**src/rtl/viterbi_decoder_if.sv**
```systemverilog
// ---------------------------------------------------------------------------
// viterbi_decoder_if
//   Symbol/decoded-bit bundle between the serial-to-parallel stage (master)
//   and the hard-decision Viterbi decoder (slave).
//
//   sym_sig           2  received symbol, [1] = G0 (111) bit, [0] = G1 (101) bit
//   sym_valid_sig     1  symbol accepted on a rising edge where this is 1
//   decode_sig        1  decoded bit (registered)
//   decode_valid_sig  1  decode_sig is valid this cycle
//   pm_min_state_sig  2  best trellis state after the last accepted symbol
// ---------------------------------------------------------------------------
`timescale 1ns/1ps
interface viterbi_decoder_if;
  logic [1:0] sym_sig;
  logic       sym_valid_sig;
  logic       decode_sig;
  logic       decode_valid_sig;
  logic [1:0] pm_min_state_sig;

  modport master (
    output sym_sig, sym_valid_sig,
    input  decode_sig, decode_valid_sig, pm_min_state_sig
  );

  modport slave (
    input  sym_sig, sym_valid_sig,
    output decode_sig, decode_valid_sig, pm_min_state_sig
  );
endinterface

```
**src/rtl/viterbi_decoder.sv**
```systemverilog
// ---------------------------------------------------------------------------
// viterbi_decoder
//   Hard-decision Viterbi decoder for the rate-1/2, K=3 (7,5 octal)
//   convolutional code. Register-exchange survivors of TB_DEPTH bits, path
//   metrics renormalised on every accepted symbol so the best metric is 0.
//
//   Parameters
//     TB_DEPTH  survivor length / decision depth in symbols (4..64)
//     PM_W      path-metric width in bits (>= 4)
//
//   Ports
//     clk10M_sig  in   symbol-rate clock, the only clock
//     reset_sig   in   asynchronous active-low reset
//     bus         slave modport of viterbi_decoder_if (symbol in, bit out)
// ---------------------------------------------------------------------------
`timescale 1ns/1ps
module viterbi_decoder #(
  parameter int TB_DEPTH = 16,
  parameter int PM_W     = 6
) (
  input  logic              clk10M_sig,
  input  logic              reset_sig,
  viterbi_decoder_if.slave  bus
);

  localparam int CNT_W = $clog2(TB_DEPTH + 1);
  // Non-zero start states carry a large penalty so decoding begins in 00.
  localparam logic [PM_W-1:0] PM_INIT = PM_W'(2 ** (PM_W - 2));

  logic [PM_W-1:0]     pm_q   [4];
  logic [PM_W-1:0]     pm_d   [4];
  logic [TB_DEPTH-1:0] surv_q [4];
  logic [TB_DEPTH-1:0] surv_d [4];
  logic [CNT_W-1:0]    cnt_q, cnt_d;
  logic                decode_q, decode_d;
  logic                valid_q, valid_d;
  logic [1:0]          best_q, best_d;

  // Hamming distance between the received symbol and the symbol the encoder
  // would emit from state s with input u.
  function automatic logic [1:0] branchMetric(input logic [1:0] sym,
                                              input logic [1:0] s,
                                              input logic       u);
    logic [1:0] expSym;
    logic [1:0] diff;
    expSym = {u ^ s[1] ^ s[0], u ^ s[0]};
    diff   = sym ^ expSym;
    return {1'b0, diff[1]} + {1'b0, diff[0]};
  endfunction

  // Add-compare-select for all four next states, renormalisation, best-state
  // selection and the symbol counter. Everything holds when no symbol is
  // offered; only the valid strobe drops.
  always_comb begin
    logic [PM_W-1:0]     win     [4];
    logic [TB_DEPTH-1:0] survNew [4];
    logic [PM_W-1:0]     cand0, cand1, minWin;
    logic [1:0]          nsIdx, p0, p1, bestSel;

    for (int i = 0; i < 4; i++) begin
      pm_d[i]   = pm_q[i];
      surv_d[i] = surv_q[i];
    end
    cnt_d    = cnt_q;
    decode_d = decode_q;
    best_d   = best_q;
    valid_d  = 1'b0;

    // Next state {u, a} is reached from {a, 0} or {a, 1}; ties go to {a, 0}.
    for (int ns = 0; ns < 4; ns++) begin
      nsIdx = 2'(ns);
      p0    = {nsIdx[0], 1'b0};
      p1    = {nsIdx[0], 1'b1};
      cand0 = pm_q[p0] + PM_W'(branchMetric(bus.sym_sig, p0, nsIdx[1]));
      cand1 = pm_q[p1] + PM_W'(branchMetric(bus.sym_sig, p1, nsIdx[1]));
      if (cand0 <= cand1) begin
        win[ns]     = cand0;
        survNew[ns] = {surv_q[p0][TB_DEPTH-2:0], nsIdx[1]};
      end else begin
        win[ns]     = cand1;
        survNew[ns] = {surv_q[p1][TB_DEPTH-2:0], nsIdx[1]};
      end
    end

    // Strict compare keeps the lowest index on equal metrics.
    minWin  = win[0];
    bestSel = 2'd0;
    for (int i = 1; i < 4; i++) begin
      if (win[i] < minWin) begin
        minWin  = win[i];
        bestSel = 2'(i);
      end
    end

    if (bus.sym_valid_sig) begin
      for (int i = 0; i < 4; i++) begin
        pm_d[i]   = win[i] - minWin;
        surv_d[i] = survNew[i];
      end
      cnt_d    = (cnt_q == CNT_W'(TB_DEPTH)) ? cnt_q : cnt_q + CNT_W'(1);
      decode_d = survNew[bestSel][TB_DEPTH-1];
      best_d   = bestSel;
      valid_d  = (cnt_d == CNT_W'(TB_DEPTH));
    end
  end

  // State registers; reset forces the trellis to start from state 00.
  always_ff @(posedge clk10M_sig or negedge reset_sig) begin
    if (!reset_sig) begin
      for (int i = 0; i < 4; i++) begin
        pm_q[i]   <= (i == 0) ? '0 : PM_INIT;
        surv_q[i] <= '0;
      end
      cnt_q    <= '0;
      decode_q <= 1'b0;
      valid_q  <= 1'b0;
      best_q   <= 2'd0;
    end else begin
      for (int i = 0; i < 4; i++) begin
        pm_q[i]   <= pm_d[i];
        surv_q[i] <= surv_d[i];
      end
      cnt_q    <= cnt_d;
      decode_q <= decode_d;
      valid_q  <= valid_d;
      best_q   <= best_d;
    end
  end

  assign bus.decode_sig       = decode_q;
  assign bus.decode_valid_sig = valid_q;
  assign bus.pm_min_state_sig = best_q;

endmodule

```
**src/flat_wrapper.sv**
```systemverilog
// flat-port wrapper written by rule: the top's interface ports become plain ports
module viterbi_decoder_flat 
#(
  parameter int TB_DEPTH = 16,
  parameter int PM_W     = 6
)
  (clk10M_sig, reset_sig, bus_sym_sig, bus_sym_valid_sig, bus_decode_sig, bus_decode_valid_sig, bus_pm_min_state_sig);
  viterbi_decoder_if bus_i ();
  input  logic clk10M_sig;
  input  logic reset_sig;
  input wire logic [$bits(bus_i.sym_sig)-1:0] bus_sym_sig;
  input wire logic [$bits(bus_i.sym_valid_sig)-1:0] bus_sym_valid_sig;
  output wire logic [$bits(bus_i.decode_sig)-1:0] bus_decode_sig;
  output wire logic [$bits(bus_i.decode_valid_sig)-1:0] bus_decode_valid_sig;
  output wire logic [$bits(bus_i.pm_min_state_sig)-1:0] bus_pm_min_state_sig;
  assign bus_i.sym_sig = bus_sym_sig;
  assign bus_i.sym_valid_sig = bus_sym_valid_sig;
  assign bus_decode_sig = bus_i.decode_sig;
  assign bus_decode_valid_sig = bus_i.decode_valid_sig;
  assign bus_pm_min_state_sig = bus_i.pm_min_state_sig;
  viterbi_decoder #(.TB_DEPTH(TB_DEPTH), .PM_W(PM_W)) u_core (.clk10M_sig(clk10M_sig), .reset_sig(reset_sig), .bus(bus_i));
endmodule
```
**config.mk**
```make
export PLATFORM = sky130hd
export DESIGN_NAME = viterbi_decoder_flat
export DESIGN_NICKNAME = d
export VERILOG_FILES = /design/src/rtl/viterbi_decoder_if.sv /design/src/rtl/viterbi_decoder.sv /design/src/flat_wrapper.sv
export SDC_FILE = /design/constraint.sdc
export NUM_CORES = 1
export LEC_CHECK = 0
export CAP_MARGIN = 20
export CORE_MARGIN = 2
export CORE_UTILIZATION = 45
export CTS_BUF_LIST = sky130_fd_sc_hd__clkbuf_16
export CTS_CLUSTER_DIAMETER = 30
export DETAILED_ROUTE_END_ITERATION = 12
export GPL_ROUTABILITY_DRIVEN = 0
export PLACE_DENSITY = 0.67
export SKIP_LAST_GASP = 1
export SYNTH_ARGS = -nofsm -noshare
export SYNTH_HDL_FRONTEND = slang
export SYNTH_SLANG_ARGS = --single-unit
```
**constraint.sdc**
```tcl
create_clock -name clk10M_sig -period 13.4 [get_ports clk10M_sig]
set_input_delay 2.68 -clock clk10M_sig [delete_from_list [all_inputs] [get_ports clk10M_sig]]
set_output_delay 2.68 -clock clk10M_sig [all_outputs]
set_load 0.01 [all_outputs]
```
Yosys cells after proc, flatten, opt, wreduce, memory -nomap -nowiden
Cells that the tools add are included.
{"block": "word_totals", "ff_bits": 93, "inputBits": 5, "output_inout_bits": 4}
{"block": "op_classes", "addsub": 17, "n_lt_le_gt_ge": 8, "eq_ne": 2, "n_mux": 19, "bitwise_logic": 4}
{"op": "$mux W16", "count": 6}
{"op": "$add A6 B2 Y6", "count": 8}
{"op": "$mux W6", "count": 7}
{"op": "$bmux W16 S2", "count": 1}
{"op": "$le A6 B6 Y1", "count": 4}
{"op": "$sub A6 B6 Y6", "count": 4}
{"op": "$lt A6 B6 Y1", "count": 3}
{"op": "$eq A5 B5 Y1 const B", "count": 2}
{"op": "$add A1 B1 Y2", "count": 4}
{"op": "$add A5 B1 Y5 const B", "count": 1}
{"op": "$mux W5", "count": 1}
{"op": "$mux W2", "count": 2}
{"op": "$ge A3 B3 Y1 const B", "count": 1}
{"op": "$not A2 Y3", "count": 1}
{"op": "$mux W1", "count": 2}
{"op": "$not A1 Y1", "count": 2}
{"op": "$not A2 Y2", "count": 1}

Depth between registers and ports, before layout
{"block": "logic_depth", "depth_word": 15, "depth_mapped": 51}

Worst setup path after synthesis
Ideal clock, no wire load.
{"block": "synth_path", "path_kind": "input to register", "start": "input port bus_sym_sig[0]", "end": "register u_core.pm_q[5] (netlist name)", "arrival_ps": 12055, "t_required_ps": 13274, "path_slack_ps": 1219, "path_stages": 47, "path_buffers": 4, "path_cell_list": "inv_1 ha_1 inv_1 ha_1 ha_1 a21oi_1 nor2_1 xnor2_1 inv_1 ha_1 and2_1 and4_1 and2_1 buf_6 nor2_2 mux2i_1 inv_1 ha_1 (+11 left out) buf_6 o21ai_0 a21boi_1 ha_1 or3_1 nor3_1 nand4b_1 o31a_4 buf_6 clkbuf_1 o21ai_0 ha_1 inv_1 o21a_1 o31ai_1 a21boi_1 mux2i_1 a311o_1"}
{"block": "synth_between", "elab_chain_len": 12, "elab_cells_between_ends": 29}
{"element": "start: declaration", "line_no": "flat_wrapper.sv:11", "source": "input wire logic [$bits(bus_i.sym_sig)-1:0] bus_sym_sig;"}
{"element": "$not A1 Y1 (no line) / $not A2 Y2 (equally long branches)"}
{"element": "$add A1 B1 Y2", "line_no": "viterbi_decoder.sv:48", "source": "return {1'b0, diff[1]} + {1'b0, diff[0]};"}
{"element": "$add A6 B2 Y6", "line_no": "viterbi_decoder.sv:75", "source": "cand1 = pm_q[p1] + PM_W'(branchMetric(bus.sym_sig, p1, nsIdx[1]));"}
{"element": "$le A6 B6 Y1", "line_no": "viterbi_decoder.sv:76", "source": "if (cand0 <= cand1) begin"}
{"element": "$mux W6", "line_no": "viterbi_decoder.sv:76"}
{"element": "$lt A6 B6 Y1", "line_no": "viterbi_decoder.sv:89", "source": "if (win[i] < minWin) begin"}
{"element": "$mux W6", "line_no": "viterbi_decoder.sv:89"}
{"element": "$lt A6 B6 Y1", "line_no": "viterbi_decoder.sv:89"}
{"element": "$mux W6", "line_no": "viterbi_decoder.sv:89"}
{"element": "$lt A6 B6 Y1", "line_no": "viterbi_decoder.sv:89"}
{"element": "$mux W6", "line_no": "viterbi_decoder.sv:89"}
{"element": "$sub A6 B6 Y6 (*)", "line_no": "viterbi_decoder.sv:97", "source": "pm_d[i] = win[i] - minWin;"}
{"element": "end signal: indexed assignment", "line_no": "viterbi_decoder.sv:111", "source": "pm_q[i] <= (i == 0) ? '0 : PM_INIT;"}
{"element": "end signal: indexed assignment", "line_no": "viterbi_decoder.sv:120", "source": "pm_q[i] <= pm_d[i];"}
{"element": "end: declaration", "line_no": "viterbi_decoder.sv:30", "source": "logic [PM_W-1:0] pm_q [4];"}
Every way passes the cells marked *; elsewhere a longest branch is shown, timed or not.
A chain may end at the register's enable or synchronous reset.

Worst setup path in the final report
Same ends and word-level chain as after synthesis.

==> impl_metrics.yaml <==
finish:
  diodes: 0
  layout_common_cells: "nor2_1 (115), a21oi_1 (86), dfrtp_1 (85), mux2i_1 (68), nand2_1 (64)"
  final_common_cell: "nor2_1"
  fin_util_pct: 49.3
  n_fill_cell: 1703
  drive_gt1_share_pct: 12.6
  final_nets: 993
  syn_to_final_growth_pct: 7.95
  design_area_um2: 8820
timing:
  tns_ns: 0
  setup_viol: 0
  min_period_ns: 12.66
  fmax_mhz: 79.0
  fin_worst_skew_ns: 0.00689
  setup_ws_ns: 0.736
  fin_crit_sh_pct: 94.5
  worst_pin_slew_ns: 0.929
  finalHoldViolCount: 0
  maxSlewViolCount: 0
  maxSlewHeadroom_pct: 38.1
clock_tree:
  clock_sinks: 88
  clk-insertion-delay-late_ns: 0.35
  cts_buffers: 9
  clkTransAtPathRegs_ns: 0.07
  cts_hold_buf: 0
  clockRootBuffer: "clkbuf_16"
  clock_path_buffers: 2
  htree_num_levels: 3
  cts_tree: "done"
route:
  ant_nets: 0
  route.detailed.drc: 0
  drtIter0Drc: 427
  wl_per_cell_um: 17.6
  via_per_inst: 5.88
  dr.pass1.iters: 5
  num_vias: 6845
  drt-total-wl_um: 20500
critical_path:
  critPathKind: "in2reg"
  reg2reg_depth: 45
  cp_common_cell: "ha_1"
  crit_slowest_cell: "clkdlybuf4s50_1"
  startpoint_type: "primary input"
  cp_num_buf_inv: 8
  slowest_delay_ns: 0.56
  crit_cells: 48
  arrival_ns: 12.89
  end_kind: "flip-flop"
  critPathTopFamily: "compound AO/OA/AOI/OAI gates"
  cp_data_required_time_ns: 13.63
  worstPathMaxFanout: 10
synthesis:
  ys_ff_latch: 88
  netlist_instances: 936
  ys_seq_area_share_pct: 27.0
  yosys_warnings: 0
  async_reset_ff_share_pct: 100
  synth-edff-count: 0
  syn_nets: 998
  synthDistinctLibCells: 97
  syn_avg_cell_area_um2: 8.73
  synth_ff_type: "dfrtp_1"
  synthesis.area_um2: 8170
die:
  initial_core_util_pct: 45.6
  die_area_um2: 19200
  rows: 49
  core_um2: 17900
  fp.dieH_um: 139
  boundaryPins: 9
  die_w_um: 139
place:
  dpl_cell_area_um2: 8390
  hpwlAfterDp_um: 15300
  numPortBuffers: 8
  preCtsSetupSlack_ns: -0.224
global_route:
  grt-ovfl-total: 0
  grt_pass1_vias: 6192
  grt_max_degree: 104
  track_usage_pct: 21.0
  grt_pass1_wl_um: 33000
  antenna_found_initial: 0
run_status:
  outcome: "completed"
flow_run:
  drv_cap: 0
min_path:
  worstHoldPathType: "reg2reg"
  min_path_cells: 1
==> repair_timing <==
| item | 4_1_cts | 5_1_grt |
|---|---|---|
| setup endpoints to repair | 0 | 20 |
| resized for setup | 0 | 10 |
| buffers inserted | 0 | 7 |
==> per-layer routing <==
metal	GRT usage (%)	part of all wire [%]	up-vias	wire length, um
met5	0	0	-	0
met4	5.58	2.3	0	469
met3	3.21	5.5	34	1120
met2	32.0	45	188	9160
met1	31.2	48	3254	9800
li1	-	-	3369	-
==> state kept, by name, indices dropped and copies added, names as in the netlist <==
name,flops
u_core.bus.pm_min_state_sig,2
u_core.cnt_q,5
u_core.pm_q,24
u_core.bus.decode_valid_sig,1
u_core.bus.decode_sig,1
u_core.surv_q,55
==> synthesized netlist by cell type, drive strengths merged, types with 4 or more instances <==
| master | number | share of area, % |
|---|---|---|
| a21boi | 6 | 0.55 |
| a22o | 7 | 0.75 |
| xnor2 | 47 | 5.4 |
| o221a | 4 | 0.66 |
| buf | 19 | 1.8 |
| nand3b | 4 | 0.37 |
| a211oi | 6 | 0.55 |
| nor2b | 4 | 0.31 |
| a221oi | 6 | 0.80 |
| nor3 | 12 | 0.86 |
| o21ai | 29 | 1.8 |
| or2 | 4 | 0.31 |
| or3 | 5 | 0.44 |
| and2 | 12 | 0.98 |
| nand2b | 15 | 1.1 |
| dfrtp | 85 | 26 |
| ha | 57 | 8.7 |
| o21a | 9 | 0.83 |
| inv | 53 | 2.4 |
| mux2 | 12 | 1.7 |
| a31o | 4 | 0.43 |
| nand3 | 12 | 0.74 |
| a31oi | 11 | 1.0 |
| o221ai | 6 | 0.80 |
| o31ai | 6 | 0.72 |
| nand4 | 6 | 0.46 |
| nand2 | 68 | 3.3 |
| mux2i | 73 | 9.3 |
| nand4b | 6 | 0.64 |
| clkbuf | 25 | 1.1 |
| o22ai | 9 | 0.84 |
| nor2 | 119 | 5.5 |
| nor4 | 5 | 0.46 |
| o211a | 4 | 0.49 |
| o211ai | 10 | 1.0 |
| maj3 | 5 | 0.64 |
| a21oi | 90 | 5.7 |
| xor2 | 17 | 2.1 |
| a21o | 14 | 1.3 |
==> layout make-up <==
type                    instances  area [um^2]  share of cell area [%]
clock inverters                 7          101                    1.15
well taps                     229          287                    3.25
clock buffers                   9          225                    2.55
repair buffers                 27          218                    2.47
flip-flops and latches         88         2210                    25.0
multi-input cells             752         5580                    63.3
inverters                      53          199                    2.26
==> per-stage QoR <==
stage	hold WS [ns]	cells
4_1_cts	0.475	1157
6_report	0.474	1165
2_1_floorplan	0.439	936
3_5_place_dp	0.457	1141
5_1_grt	0.492	1165
3_3_place_gp	0.454	1141
==> cell families after synthesis <==
group / Yosys count / synth area share (%)
flops: 88 / 27.0
mux: 85 / 11.0
compound gates: 260 / 23.5
simple gates: 280 / 16.3
xor+xnor: 64 / 7.46
buf+inv: 97 / 5.38
fa+ha+maj: 62 / 9.37
==> path summary, 6_finish.rpt <==
path	from	end	slack, ns
hold reg to reg	u_core.surv_q[0]	u_core.surv_q[0]	0.47
min in group asynchronous	reset_sig	u_core.surv_q[58]	2.27
max in group asynchronous	reset_sig	u_core.pm_q[2]	10.08
setup / recovery	bus_sym_sig[0]	u_core.pm_q[5]	0.74
hold / removal	u_core.surv_q[0]	u_core.surv_q[0]	0.47
setup reg to reg	u_core.pm_q[7]	u_core.pm_q[5]	3.54
Power is not shown: default switching activity piles up to over one toggle a cycle in this logic, so the estimate is an artifact.
